<file path="src/rtl/countdown_ctrl_pkg.sv">
// Shared ALU definitions: countdown FSM encoding and default counter width.
package countdown_ctrl_pkg;

  localparam int CD_WIDTH = 6;

  localparam logic [1:0] ST_IDLE = 2'b00;
  localparam logic [1:0] ST_RUN  = 2'b01;
  localparam logic [1:0] ST_DONE = 2'b10;

  // State entered when a start is accepted with the given load value.
  function automatic logic [1:0] accept_state(input logic nonzero);
    return nonzero ? ST_RUN : ST_DONE;
  endfunction

endpackage

</file>
<file path="src/rtl/countdown_ctrl_if.sv">
// Start/busy/done handshake between multiply/divide control and the
// countdown sequencer.
interface countdown_ctrl_if
  import countdown_ctrl_pkg::*;
#(
  parameter int WIDTH = CD_WIDTH
);

  logic             start;
  logic [WIDTH-1:0] load_value;
  logic             hold;
  logic             abort;
  logic [WIDTH-1:0] count;
  logic             busy;
  logic             last;
  logic             done;

  modport master (
    output start, load_value, hold, abort,
    input  count, busy, last, done
  );

  modport slave (
    input  start, load_value, hold, abort,
    output count, busy, last, done
  );

endinterface

</file>
<file path="src/rtl/countdown_ctrl_dcount_reg.sv">
// Down-count register: clear > load > decrement, saturating at zero.
module dcount_reg
  import countdown_ctrl_pkg::*;
#(
  parameter int WIDTH = CD_WIDTH
) (
  input  logic             clk,
  input  logic             clr,
  input  logic             ld,
  input  logic [WIDTH-1:0] d,
  input  logic             dec,
  output logic [WIDTH-1:0] q
);

  always_ff @(posedge clk) begin
    if (clr)
      q <= '0;
    else if (ld)
      q <= d;
    else if (dec && (q != '0))
      q <= q - WIDTH'(1);
  end

endmodule

</file>
<file path="src/rtl/countdown_ctrl.sv">
// Loadable countdown sequencer: IDLE -> RUN -> DONE with hold/abort,
// one-cycle done pulse and back-to-back restart from DONE.
module countdown_ctrl
  import countdown_ctrl_pkg::*;
#(
  parameter int WIDTH = CD_WIDTH
) (
  input  logic              clk,
  input  logic              reset,
  countdown_ctrl_if.slave   bus
);

  logic [1:0]       state;
  logic [1:0]       nxt;
  logic             clr;
  logic             ld;
  logic             dec;
  logic [WIDTH-1:0] cnt;
  logic             at_one;

  assign at_one = (cnt == WIDTH'(1));

  always_comb begin
    nxt = state;
    clr = reset;
    ld  = 1'b0;
    dec = 1'b0;
    if (!reset) begin
      case (state)
        ST_IDLE, ST_DONE: begin
          if (bus.start) begin
            ld  = 1'b1;
            nxt = accept_state(bus.load_value != '0);
          end else begin
            nxt = ST_IDLE;
          end
        end
        ST_RUN: begin
          // abort outranks hold; start is ignored here
          if (bus.abort) begin
            clr = 1'b1;
            nxt = ST_IDLE;
          end else if (!bus.hold) begin
            dec = 1'b1;
            if (at_one)
              nxt = ST_DONE;
          end
        end
        default: begin
          clr = 1'b1;
          nxt = ST_IDLE;
        end
      endcase
    end
  end

  always_ff @(posedge clk) begin
    if (reset)
      state <= ST_IDLE;
    else
      state <= nxt;
  end

  dcount_reg #(
    .WIDTH (WIDTH)
  ) u_cnt (
    .clk (clk),
    .clr (clr),
    .ld  (ld),
    .d   (bus.load_value),
    .dec (dec),
    .q   (cnt)
  );

  assign bus.count = cnt;
  assign bus.busy  = (state == ST_RUN);
  assign bus.done  = (state == ST_DONE);
  assign bus.last  = (state == ST_RUN) && at_one && !bus.hold;

endmodule

</file>
<file path="src/flat_wrapper.sv">
// flat-port wrapper written by rule: the top's interface ports become plain ports
module countdown_ctrl_flat import countdown_ctrl_pkg::*;
#(
  parameter int WIDTH = CD_WIDTH
)
  (clk, reset, bus_start, bus_load_value, bus_hold, bus_abort, bus_count, bus_busy, bus_last, bus_done);
  countdown_ctrl_if #(.WIDTH(WIDTH)) bus_i ();
  input  logic clk;
  input  logic reset;
  input wire logic [$bits(bus_i.start)-1:0] bus_start;
  input wire logic [$bits(bus_i.load_value)-1:0] bus_load_value;
  input wire logic [$bits(bus_i.hold)-1:0] bus_hold;
  input wire logic [$bits(bus_i.abort)-1:0] bus_abort;
  output wire logic [$bits(bus_i.count)-1:0] bus_count;
  output wire logic [$bits(bus_i.busy)-1:0] bus_busy;
  output wire logic [$bits(bus_i.last)-1:0] bus_last;
  output wire logic [$bits(bus_i.done)-1:0] bus_done;
  assign bus_i.start = bus_start;
  assign bus_i.load_value = bus_load_value;
  assign bus_i.hold = bus_hold;
  assign bus_i.abort = bus_abort;
  assign bus_count = bus_i.count;
  assign bus_busy = bus_i.busy;
  assign bus_last = bus_i.last;
  assign bus_done = bus_i.done;
  countdown_ctrl #(.WIDTH(WIDTH)) u_core (.clk(clk), .reset(reset), .bus(bus_i));
endmodule
</file>
<file path="config.mk">
export PLATFORM = sky130hd
export DESIGN_NAME = countdown_ctrl_flat
export DESIGN_NICKNAME = d
export VERILOG_FILES = /design/src/rtl/countdown_ctrl_pkg.sv /design/src/rtl/countdown_ctrl_if.sv /design/src/rtl/countdown_ctrl_dcount_reg.sv /design/src/rtl/countdown_ctrl.sv /design/src/flat_wrapper.sv
export SDC_FILE = /design/constraint.sdc
export NUM_CORES = 1
export LEC_CHECK = 0
export BUFFER_PORTS_ARGS = -buffer_cell sky130_fd_sc_hd__buf_4
export CORE_AREA = 8 8 45 47
export DETAILED_ROUTE_END_ITERATION = 7
export DIE_AREA = 0 0 53 55
export HOLD_SLACK_MARGIN = 0.02
export PLACE_DENSITY = 0.71
export RECOVER_POWER = 50
export SLEW_MARGIN = 20
export SYNTH_ARGS = -nofsm -noshare
export SYNTH_HDL_FRONTEND = slang
export SYNTH_SLANG_ARGS = --single-unit
</file>
<file path="constraint.sdc">
create_clock -name clk -period 4.5 [get_ports clk]
set_clock_uncertainty 0.2 [all_clocks]
set_input_delay 0.9 -clock clk [delete_from_list [all_inputs] [get_ports clk]]
set_output_delay 0.9 -clock clk [all_outputs]
set_load 0.02 [all_outputs]
</file>
==> flow_summary.toml <==
[run_status]
outcome = "finished clean"

[placed_design]
preCtsSetupSlack_ns = 1.90
place_congestion = 0.823
port_buffers = 19
dp_hpwl_um = 1150
placement.cell_area_um2 = 714

[setup_path]
crit_path_end = "bus_last"
crit_required_ns = 3.40
cp_slowest_stage_delay_ns = 0.21
worstReg2RegEnd = "u_core.u_cnt.q[3]"
crit_path_top_delay_cell = "nand3b_2"
ff2ff_path_depth = 5
worst-setup-path-type = "in -> out"
rrSetupSlack_ns = 2.61
worstPathMaxFanout = 4
crit_path_frequent_cell = "buf_4"
timing.critical_path.cells = "buf_4 -> nand3b_2 -> nor2_1 -> buf_4"
endpoint_kind = "primary output"
endpoint_arrival_time_on_the_critical_path_ns = 1.49
worst_setup_path_startpoint = "bus_hold"
worst_r2r_startpoint = "u_core.u_cnt.q[0]"
setup.worst_path.start_class = "input port"

[drt]
drc_errors = 0
via_count = 558
routed_wirelength_um = 1440
route.antenna.remaining_nets = 0
routed-wl-met2_um = 648
drt_pass1_iterations = 4
via_per_inst = 5.52
wl_met1_um = 654
first_iter_violations = 14
avgRoutedWirePerCell_um = 14.3
met3RoutedLength_um = 129
dr.max_layer_used = "met4"

[cells_and_area]
final_cell_area_um2 = 714
fin_nets = 100
num_antenna_cells = 0
area_taken_by_multi_input_logic_gates_um2 = 377
filler_cell_count = 147
flow.area_growth_from_synthesis_pct = 28.6
drive_gt1_share_pct = 24.7
sequential_cell_area_um2 = 160

[clock_tree]
cts_setup_buffers = 0
clock_insertion_delay_worst_skew_ns = 0.25
clockRootBuffer = "clkbuf_4"
cts_buffer_depth = 2
clkSlewWorstSetupHoldPaths_ns = 0.06
cts_tree = "yes"
count_of_instances_resized_after_the_clock_tree_is_built = 0
cts_sinks = 8
tritoncts.num_buffers = 3
hold_buffer_count_at_cts = 0
htree_num_levels = 1

[timing]
period_needed_ns = 2.59
unrepaired_setup_endpoints_after_global_routing = "no"
finalHoldViolCount = 0
relSlewSlack_pct = 49.6
worst_slew_pin_slew_ns = 0.755
holdWs_ns = 0.312
post-route-worst-setup-slack_ns = 1.91
timing.final.max_slew_violations = 0
setup-tns-final_ns = 0
timing.final.crit_share_pct = 57.6
max_clock_freq_ghz = 0.386
setup_viol = 0

[pwr]
p_per_area_mw_per_mm2 = 283
switching_power_mw = 0.0688
cellInternalPower_mw = 0.134
power.leakage_nw = 0.260
power_frac_comb_pct = 29.8
clock_power_share_pct = 28.0
vdd_drop_max_uv = 150
sw_frac_of_total_pct = 34.0
seq_power_share_pct = 42.2

[logic_synthesis]
synth_largest_type_area_fraction_pct = 28.8
syn_nets = 77
synth-compound-area-share_pct = 23.9
library_cell_with_the_largest_summed_area_after_synthesis = "dfxtp_1"
synth_area_leaders = "dfxtp_1 (29%), nor3_1 (6.3%), a211oi_1 (5.4%)"
synth_async_sr_flop_share_pct = 0
synth-seq-cells = 8
synth_top_family_by_area = "simple AND/OR/NAND/NOR gates"
synth.cell_area_um2 = 556
synthCells = 64
synth.yosys.seq_area_share_pct = 28.8
synthDistinctLibCells = 28
synth_xor_xnor_area_share_pct = 4.73
post_synth_and_or_nand_nor_area_fraction_pct = 34.7
yosys_warnings = 0
synthesized_area_divided_by_synthesized_cell_count_um2 = 8.68
synth_mux_area_share_pct = 0
yosys_most_used_dff = "dfxtp_1"
synth-edff-count = 0
post_synth_fa_ha_maj_area_fraction_pct = 4.50

[die]
die_h_um = 55
placeableCoreArea_mm2 = 0.00138
placement_rows = 14
top_level_ports = 20
floorplan.initialDensity_pct = 40.1
fp.dieArea_mm2 = 0.00292
die_w_um = 53

[grt]
grt_pass1_vias = 510
global_route_wire_length_before_repair_um = 2240
antenna_found_initial = 0
grt_overflow = 0
largest_net_degree_at_the_start_of_global_routing = 9
global_route.usage.total_pct = 10.2

[run]
max-cap-violations = 0

[min_path]
hp-class = "reg -> reg"
min_delay_path_depth = 1
## cells by family (layout without fill, tap and decap cells)
logic type               Yosys count  count (layout)
XOR/XNOR                           3               3
adder cells (fa/ha/maj)            2               2
AND/OR/NAND/NOR                   31              31
buffers and inverters              5              26
flip-flops                         8               8
AO/OA/AOI/OAI                     15              15
## Yosys cell counts (2+ instances only)
master,n
a211oi_1,4
dfxtp_1,8
ha_1,2
inv_1,4
nand2_1,3
nor2_1,6
nor3_1,7
nor3b_1,3
o21a_1,2
o21ai_0,4
o221ai_1,2
or3_1,2
xor2_1,2
## state kept, by name, indices dropped and copies added, names as in the netlist
register        count
u_core.state        2
u_core.u_cnt.q      6
## critical path, delay by kind of cell
| family | cells | cell delay [ns] |
|---|---|---|
| buffers and inverters | 2 | 0.28 |
| AND/OR/NAND/NOR | 2 | 0.32 |
## layout by cell type, fill, tap and decap left out, drive strengths merged, types with 2 or more instances in the layout
cell type,synthesis,layout
xor2,2,2
o221ai,2,2
o21ai,4,4
nand3b,2,2
or3,2,2
nand2,3,3
a211oi,4,4
nor2,6,6
buf,0,12
nor3b,3,3
inv,4,4
clkbuf,1,10
o21a,2,2
ha,2,2
dfxtp,8,8
nor3,7,7
## power groups by stage
stage	clock, mW	sequential (mW)	combinational (mW)
2_1_floorplan	0	0.0905	0.0359
3_3_place_gp	0	0.0868	0.0629
3_5_place_dp	0	0.0868	0.0636
4_1_cts	0.0558	0.0853	0.0637
5_1_grt	0.0592	0.0865	0.0661
6_report	0.0567	0.0854	0.0604
## per-layer routing
metal | vias to the layer above | GRT usage [%]
li1 | 282 | -
met1 | 255 | 11.6
met2 | 19 | 16.4
met3 | 2 | 4.81
met4 | 0 | 3.88
met5 | - | 0
## through the flow
step                std cells  power [mW]  utilization, %
floorplan                  64       0.126               -
global placement           98       0.150            51.6
detailed placement         98       0.150            51.6
CTS                       101       0.205            53.3
global route              101       0.212            51.6
finish                    101       0.202            51.6
## worst min path at each step
stage | start | endpoint | slack, ns
2_1_floorplan | u_core.state[1] | u_core.state[1] | 0.26
3_3_place_gp | u_core.state[1] | u_core.state[1] | 0.27
3_5_place_dp | u_core.state[1] | u_core.state[1] | 0.31
4_1_cts | u_core.state[1] | u_core.state[1] | 0.31
5_1_grt | u_core.state[1] | u_core.state[1] | 0.34
6_report | u_core.state[1] | u_core.state[1] | 0.31
## cell type report
type | instances | area share (%)
clock buffers | 3 | 3.15
inverters | 4 | 2.10
multi-input cells | 51 | 52.7
flip-flops and latches | 8 | 22.4
well taps | 16 | 2.80
repair buffers | 19 | 16.8
Note: power is estimated with default switching activity, not from simulation.
